$ cat config.mk
export PLATFORM = sky130hd
export DESIGN_NAME = instr_fetch
export DESIGN_NICKNAME = d
export VERILOG_FILES = /design/src/rtl/cpu_pkg.sv /design/src/rtl/pc_next.sv /design/src/rtl/instr_fetch.sv
export SDC_FILE = /design/constraint.sdc
export NUM_CORES = 1
export LEC_CHECK = 0
export ABC_AREA = 1
export CAP_MARGIN = 20
export CORE_ASPECT_RATIO = 1.4
export CORE_MARGIN = 3
export CORE_UTILIZATION = 45
export CTS_CLUSTER_SIZE = 10
export DETAILED_ROUTE_END_ITERATION = 12
export GPL_ROUTABILITY_DRIVEN = 0
export PLACE_DENSITY = 0.83
export SETUP_SLACK_MARGIN = 0.3
export SYNTH_ARGS = -nofsm -noshare
export SYNTH_HDL_FRONTEND = slang
export SYNTH_SLANG_ARGS = --single-unit
$ cat constraint.sdc
create_clock -name clk -period 3.1 [get_ports clk]
set_clock_uncertainty 0.1 [all_clocks]
set_input_delay 0.465 -clock clk [delete_from_list [all_inputs] [get_ports clk]]
set_output_delay 0.465 -clock clk [all_outputs]
set_load 0.005 [all_outputs]
$ cat src/rtl/cpu_pkg.sv
`default_nettype none
// ============================================================================
// Module      : cpu_pkg
// Description : Shared CPU definitions. Instruction field positions (also
//               used by the decoder), branch-offset width, fetch-unit state
//               encoding, and a helper that extracts the split branch offset.
// Revision    : 1.0 - initial release
// ============================================================================
package cpu_pkg;

    // Instruction word layout: opcode [15:9], rd [8:6], rsA [5:3], rsB [2:0]
    localparam int c_INSTR_W  = 16;
    localparam int c_OPC_MSB  = 15;
    localparam int c_OPC_LSB  = 9;
    localparam int c_RD_MSB   = 8;
    localparam int c_RD_LSB   = 6;
    localparam int c_RSA_MSB  = 5;
    localparam int c_RSA_LSB  = 3;
    localparam int c_RSB_MSB  = 2;
    localparam int c_RSB_LSB  = 0;

    // Branch offset is {rd, rsB}: 6-bit two's complement, -32..+31
    localparam int c_BR_OFS_W = 6;

    // Fetch-unit states
    typedef enum logic [1:0] {
        FS_IDLE  = 2'd0,
        FS_FETCH = 2'd1,
        FS_ISSUE = 2'd2
    } fetch_state_e;

    localparam logic [1:0] c_ST_IDLE  = 2'd0;
    localparam logic [1:0] c_ST_FETCH = 2'd1;
    localparam logic [1:0] c_ST_ISSUE = 2'd2;

    // Concatenate the rd and rsB fields into the raw branch offset.
    function automatic logic [c_BR_OFS_W-1:0] branch_offset(
        input logic [c_INSTR_W-1:0] instr
    );
        return {instr[c_RD_MSB:c_RD_LSB], instr[c_RSB_MSB:c_RSB_LSB]};
    endfunction

endpackage : cpu_pkg
`default_nettype wire

$ cat src/rtl/pc_next.sv
`default_nettype none
// ============================================================================
// Module      : pc_next
// Description : Combinational next-PC calculation for the fetch unit.
//               Sequential (pc+1), absolute jump (jump_target) or
//               conditional PC-relative branch on Z or N. All arithmetic
//               wraps modulo 2^AW.
// Ports       : pc          - current program counter
//               instr       - instruction being retired (offset fields)
//               PL, JB, BC  - decoder controls (load / jump-vs-branch / cond)
//               Z, N        - datapath flags for rsA
//               jump_target - absolute jump address
//               next_pc     - resulting program counter
// Revision    : 1.0 - initial release
// ============================================================================
import cpu_pkg::*;

module pc_next #(
    parameter int AW = 8
) (
    input  logic [AW-1:0]        pc,
    input  logic [c_INSTR_W-1:0] instr,
    input  logic                 PL,
    input  logic                 JB,
    input  logic                 BC,
    input  logic                 Z,
    input  logic                 N,
    input  logic [AW-1:0]        jump_target,
    output logic [AW-1:0]        next_pc
);

    logic [c_BR_OFS_W-1:0] w_ofs;
    logic [31:0]           w_ofs_sext;
    logic [AW-1:0]         w_seq_pc;
    logic [AW-1:0]         w_br_pc;
    logic                  w_taken;

    // Opcode and rsA do not influence the next PC.
    logic                  w_unused_fields;
    assign w_unused_fields = ^{instr[c_OPC_MSB:c_OPC_LSB], instr[c_RSA_MSB:c_RSA_LSB]};

    assign w_ofs      = branch_offset(instr);
    // Sign-extend to 32 bits, then keep AW bits: adding the truncated
    // two's-complement value gives the correct result modulo 2^AW.
    assign w_ofs_sext = {{(32-c_BR_OFS_W){w_ofs[c_BR_OFS_W-1]}}, w_ofs};
    assign w_seq_pc   = pc + AW'(1);
    assign w_br_pc    = pc + w_ofs_sext[AW-1:0];
    assign w_taken    = BC ? N : Z;

    always_comb begin
        next_pc = w_seq_pc;
        if (PL) begin
            if (JB) begin
                next_pc = jump_target;
            end else if (w_taken) begin
                next_pc = w_br_pc;
            end
        end
    end

endmodule : pc_next
`default_nettype wire

$ cat src/rtl/instr_fetch.sv
`default_nettype none
// ============================================================================
// Module      : instr_fetch
// Description : Non-pipelined instruction fetch unit. Owns the PC and the
//               instruction register, reads one 16-bit word per instruction
//               from instruction memory and hands it to the decoder with a
//               valid/ready handshake. The next PC is computed when the
//               decoder accepts the instruction.
// Ports       : clk, rst_n              - clock, async active-low reset
//               run                     - leave IDLE and start fetching
//               imem_req/addr/ack/rdata - instruction memory read port
//               instr, instr_valid      - instruction register to decoder
//               instr_ready             - decoder/datapath consumes instr
//               PL, JB, BC, Z, N        - next-PC controls and flags
//               jump_target             - absolute jump address
//               pc                      - current program counter
// Revision    : 1.0 - initial release
// ============================================================================
import cpu_pkg::*;

module instr_fetch #(
    parameter int          AW       = 8,
    parameter logic [AW-1:0] RESET_PC = '0
) (
    input  logic                 clk,
    input  logic                 rst_n,
    input  logic                 run,
    output logic                 imem_req,
    output logic [AW-1:0]        imem_addr,
    input  logic                 imem_ack,
    input  logic [c_INSTR_W-1:0] imem_rdata,
    output logic [c_INSTR_W-1:0] instr,
    output logic                 instr_valid,
    input  logic                 instr_ready,
    input  logic                 PL,
    input  logic                 JB,
    input  logic                 BC,
    input  logic                 Z,
    input  logic                 N,
    input  logic [AW-1:0]        jump_target,
    output logic [AW-1:0]        pc
);

    logic [1:0]           r_state;
    logic [AW-1:0]        r_pc;
    logic [c_INSTR_W-1:0] r_instr;
    logic [AW-1:0]        w_next_pc;

    pc_next #(
        .AW          (AW)
    ) u_pc_next (
        .pc          (r_pc),
        .instr       (r_instr),
        .PL          (PL),
        .JB          (JB),
        .BC          (BC),
        .Z           (Z),
        .N           (N),
        .jump_target (jump_target),
        .next_pc     (w_next_pc)
    );

    // Once running, the unit alternates FETCH/ISSUE forever; only reset
    // brings it back to IDLE.
    always_ff @(posedge clk or negedge rst_n) begin
        if (!rst_n) begin
            r_state <= c_ST_IDLE;
            r_pc    <= RESET_PC;
            r_instr <= '0;
        end else begin
            case (r_state)
                c_ST_IDLE: begin
                    if (run) begin
                        r_state <= c_ST_FETCH;
                    end
                end
                c_ST_FETCH: begin
                    if (imem_ack) begin
                        r_instr <= imem_rdata;
                        r_state <= c_ST_ISSUE;
                    end
                end
                c_ST_ISSUE: begin
                    if (instr_ready) begin
                        r_pc    <= w_next_pc;
                        r_state <= c_ST_FETCH;
                    end
                end
                default: begin
                    r_state <= c_ST_IDLE;
                end
            endcase
        end
    end

    // All outputs are registers or pure state decodes, so neither
    // instr_ready nor imem_ack reaches an output combinationally. Because
    // reset is asynchronous, imem_req drops as soon as rst_n asserts.
    assign imem_req    = (r_state == c_ST_FETCH);
    assign instr_valid = (r_state == c_ST_ISSUE);
    assign imem_addr   = r_pc;
    assign pc          = r_pc;
    assign instr       = r_instr;

endmodule : instr_fetch
`default_nettype wire

==> results.sh <==
export IMPL_status="finished, final reports clean"
export IMPL_syn_to_final_growth_pct=38.2
export IMPL_cts_tree="done"
export IMPL_cts_hold_buf=0
export IMPL_overflow=0
export IMPL_p_comb_share_pct=62.3
export IMPL_routed_wl_um=4530
export IMPL_power_density_nw_per_um2=950
export IMPL_ant_nets=0
export IMPL_vias=1732
export IMPL_cp_arrival_ns=1.45
export IMPL_final_setup_viol_count=0
export IMPL_synth_top_area_cell="dfrtp_1"
export IMPL_synthTopCellsByArea="dfrtp_1, nand2_1, inv_1"
export IMPL_yosysSeqAreaShare_pct=35.3
export IMPL_r2r_start="imem_addr[0]"
export IMPL_max_vdd_ir_drop_v=0.000560
export IMPL_finalHoldViolCount=0
export IMPL_drt_iter0_drc=110
export IMPL_p_seq_share_pct=28.7
export IMPL_std_cell_rows=26
export IMPL_ys_ff_latch=26
export IMPL_rr_endpoint="imem_addr[4]"
export IMPL_grt_pass1_vias=1758
export IMPL_numPortBuffers=67
export IMPL_fin_crit_sh_pct=65.0
export IMPL_cts_setup_buffers=0
export IMPL_end_kind="primary output"
export IMPL_cts_repair_resized=0
export IMPL_hold_path_end="instr[14]"
export IMPL_rsz0062_at_grt="no"
export IMPL_synthCells=237
export IMPL_multi_input_area_um2=968
export IMPL_fmax_mhz=496
export IMPL_timing_final_crit_period_ns=2.01
export IMPL_synth_top_area_share_pct=35.3
export IMPL_top_usage_layer="met2"
export IMPL_route_detailed_drc=0
export IMPL_syn_cell_area_um2=1840
export IMPL_final_layout_size_suffix_gt1_share_pct=9.73
export IMPL_swShare_pct=40.4
export IMPL_diodes=0
export IMPL_finalSetupTns_ns=0
export IMPL_post_drt_wl_per_cell_um=13.3
export IMPL_seqCellArea_um2=651
export IMPL_use_met3_pct=2.04
export IMPL_syn_avg_cell_area_um2=7.78
export IMPL_design_die_area_um2=4910
export IMPL_r2r_slack_ns=1.13
export IMPL_antenna_found_initial=0
export IMPL_clkLatencyLatePin_ns=0.27
export IMPL_dieHeight_um=81.7
export IMPL_gr_usage_met2_pct=36.3
export IMPL_p_sw_mw=0.978
export IMPL_grt_max_degree=27
export IMPL_clock_sinks=26
export IMPL_crit_fanout=5
export IMPL_cts_buffers=3
export IMPL_cts_buffer_depth=2
export IMPL_initial_core_util_pct=48.4
export IMPL_crit_type="flip-flop to primary output"
export IMPL_pwr_share_clk_pct=9.0
export IMPL_routed_via_density=5.09
export IMPL_fp_dieW_um=60.1
export IMPL_slew_violations=0
export IMPL_use_met1_pct=23.9
export IMPL_final_core_util_pct=66.9
export IMPL_drv_cap=0
export IMPL_grt_pass1_wl_um=7650
export IMPL_synth_nets=280
export IMPL_crit_path_start_kind="flip-flop"
export IMPL_tightest_slew_ns=0.424
export IMPL_dr_pass1_iters=4
export IMPL_synth_cell_types=32
export IMPL_p_leak_nw=1.28
export IMPL_worstHoldStart="instr[14]"
export IMPL_groute_usage_overall_pct=20.1
export IMPL_path_clk_slew_ns=0.09
export IMPL_pin_count=68
export IMPL_detailed_place_hpwl_um=3680
export IMPL_min_path_type="flip-flop to flip-flop"
export IMPL_hold_worst_slack_ns=0.418
export IMPL_ctsHtreeMaxLevel=1
export IMPL_ys_warn_count=0
export IMPL_core_area_um2=3810
export IMPL_fillers=325
export IMPL_hold_depth=1
export IMPL_cp_required_ns=2.53
export IMPL_p_total_mw=2.42
export IMPL_cts_root_buf="clkbuf_8"
export IMPL_nNetsFinal=342
export IMPL_p_int_mw=1.44
export IMPL_maxSlewHeadroom_pct=71.7
export IMPL_reg2reg_depth=11
[worst max path at each step]
stage / start / endpoint / slack (ns)
3_5_place_dp: instr_ready / imem_addr[3] / 1.03
3_3_place_gp: instr_ready / imem_addr[3] / 1.07
4_1_cts: r_state[1] / instr_valid / 1.08
2_1_floorplan: imem_addr[0] / imem_addr[4] / 1.32
5_1_grt: imem_addr[0] / imem_addr[4] / 0.99
6_report: r_state[1] / instr_valid / 1.09
[through the flow]
stage,worst slack [ns],instance area [um2],std cells
floorplan,1.32,1840,237
global placement,1.07,2490,336
detailed placement,1.03,2490,336
CTS,1.08,2550,340
global route,0.989,2550,340
finish,1.09,2550,340
[cells by family (layout without fill, tap and decap cells)]
kind of cell    Yosys count  after routing  share of synthesized area [%]
compound gates           27             27                           8.96
xor+xnor                  1              1                          0.475
fa+ha+maj                 9              9                           6.52
buf+inv                  49            110                           12.2
flops                    26             26                           35.3
mux                      15             15                           10.6
simple gates            110            110                           26.0
[flip-flops by register name, indices dropped and copies added, names as in the netlist]
register   flops
imem_addr      8
r_state        2
instr         16
[cells in the final DEF (no fill, tap or decap), types with 2 or more instances in the layout]
master and count:
clkdlybuf4s50_1 67, nand2_1 65, inv_1 37, dfrtp_1 26
nand3_1 23, nor2_1 11, a21oi_1 10, mux2_2 8
ha_1 8, o21ai_0 7, mux2_4 7, clkbuf_8 4
a22oi_1 3, nand4_1 3, nor2_2 2, or2_2 2
[cell type report]
type                    instances  area share [%]
clock buffers                   4            2.16
well taps                      42            2.06
flip-flops and latches         26            25.5
inverters                      38            5.60
multi-input cells             162            38.0
repair buffers                 68            26.6
[critical path, cell delays in order (launching register included)]
cell and delay (ns):
dfrtp_1 0.47, inv_1 0.06, nor2_1 0.13, clkdlybuf4s50_1 0.52
[cells in the mapped netlist]
| library cell | number |
|---|---|
| or2_0 | 1 |
| mux2_4 | 7 |
| or2_2 | 2 |
| buf_4 | 8 |
| buf_2 | 1 |
| nor2_4 | 1 |
| xnor2_1 | 1 |
| mux2_2 | 8 |
| nand4_1 | 3 |
| o21ai_0 | 7 |
| ha_1 | 8 |
| a21oi_1 | 10 |
| buf_6 | 1 |
| inv_2 | 1 |
| o22ai_1 | 1 |
| fa_1 | 1 |
| nand2_4 | 1 |
| a21o_1 | 1 |
| nor2_2 | 2 |
| o311a_1 | 1 |
| inv_1 | 37 |
| dfrtp_1 | 26 |
| nand3_1 | 23 |
| a22oi_1 | 3 |
| nand2_1 | 65 |
| o21ai_2 | 1 |
| nand2_2 | 1 |
| a22o_1 | 1 |
| o32ai_1 | 1 |
| a21boi_1 | 1 |
| clkbuf_2 | 1 |
| nor2_1 | 11 |
[per-layer routing]
metal  up-vias  part of all wire [%]
li1        879                     -
met1       799                    41
met2        46                    53
met3         8                   4.2
met4         0                   1.5
met5         -                     0
[power by group through the flow]
stage | Clock [mW] | Combinational (mW) | Sequential (mW)
after global routing | 0.236 | 1.71 | 0.723
after CTS | 0.227 | 1.52 | 0.695
after detailed placement | 0 | 1.51 | 0.699
after floorplan | 0 | 0.935 | 0.669
final | 0.218 | 1.51 | 0.694
after global placement | 0 | 1.48 | 0.692
Note: power is estimated with default switching activity, not from simulation.
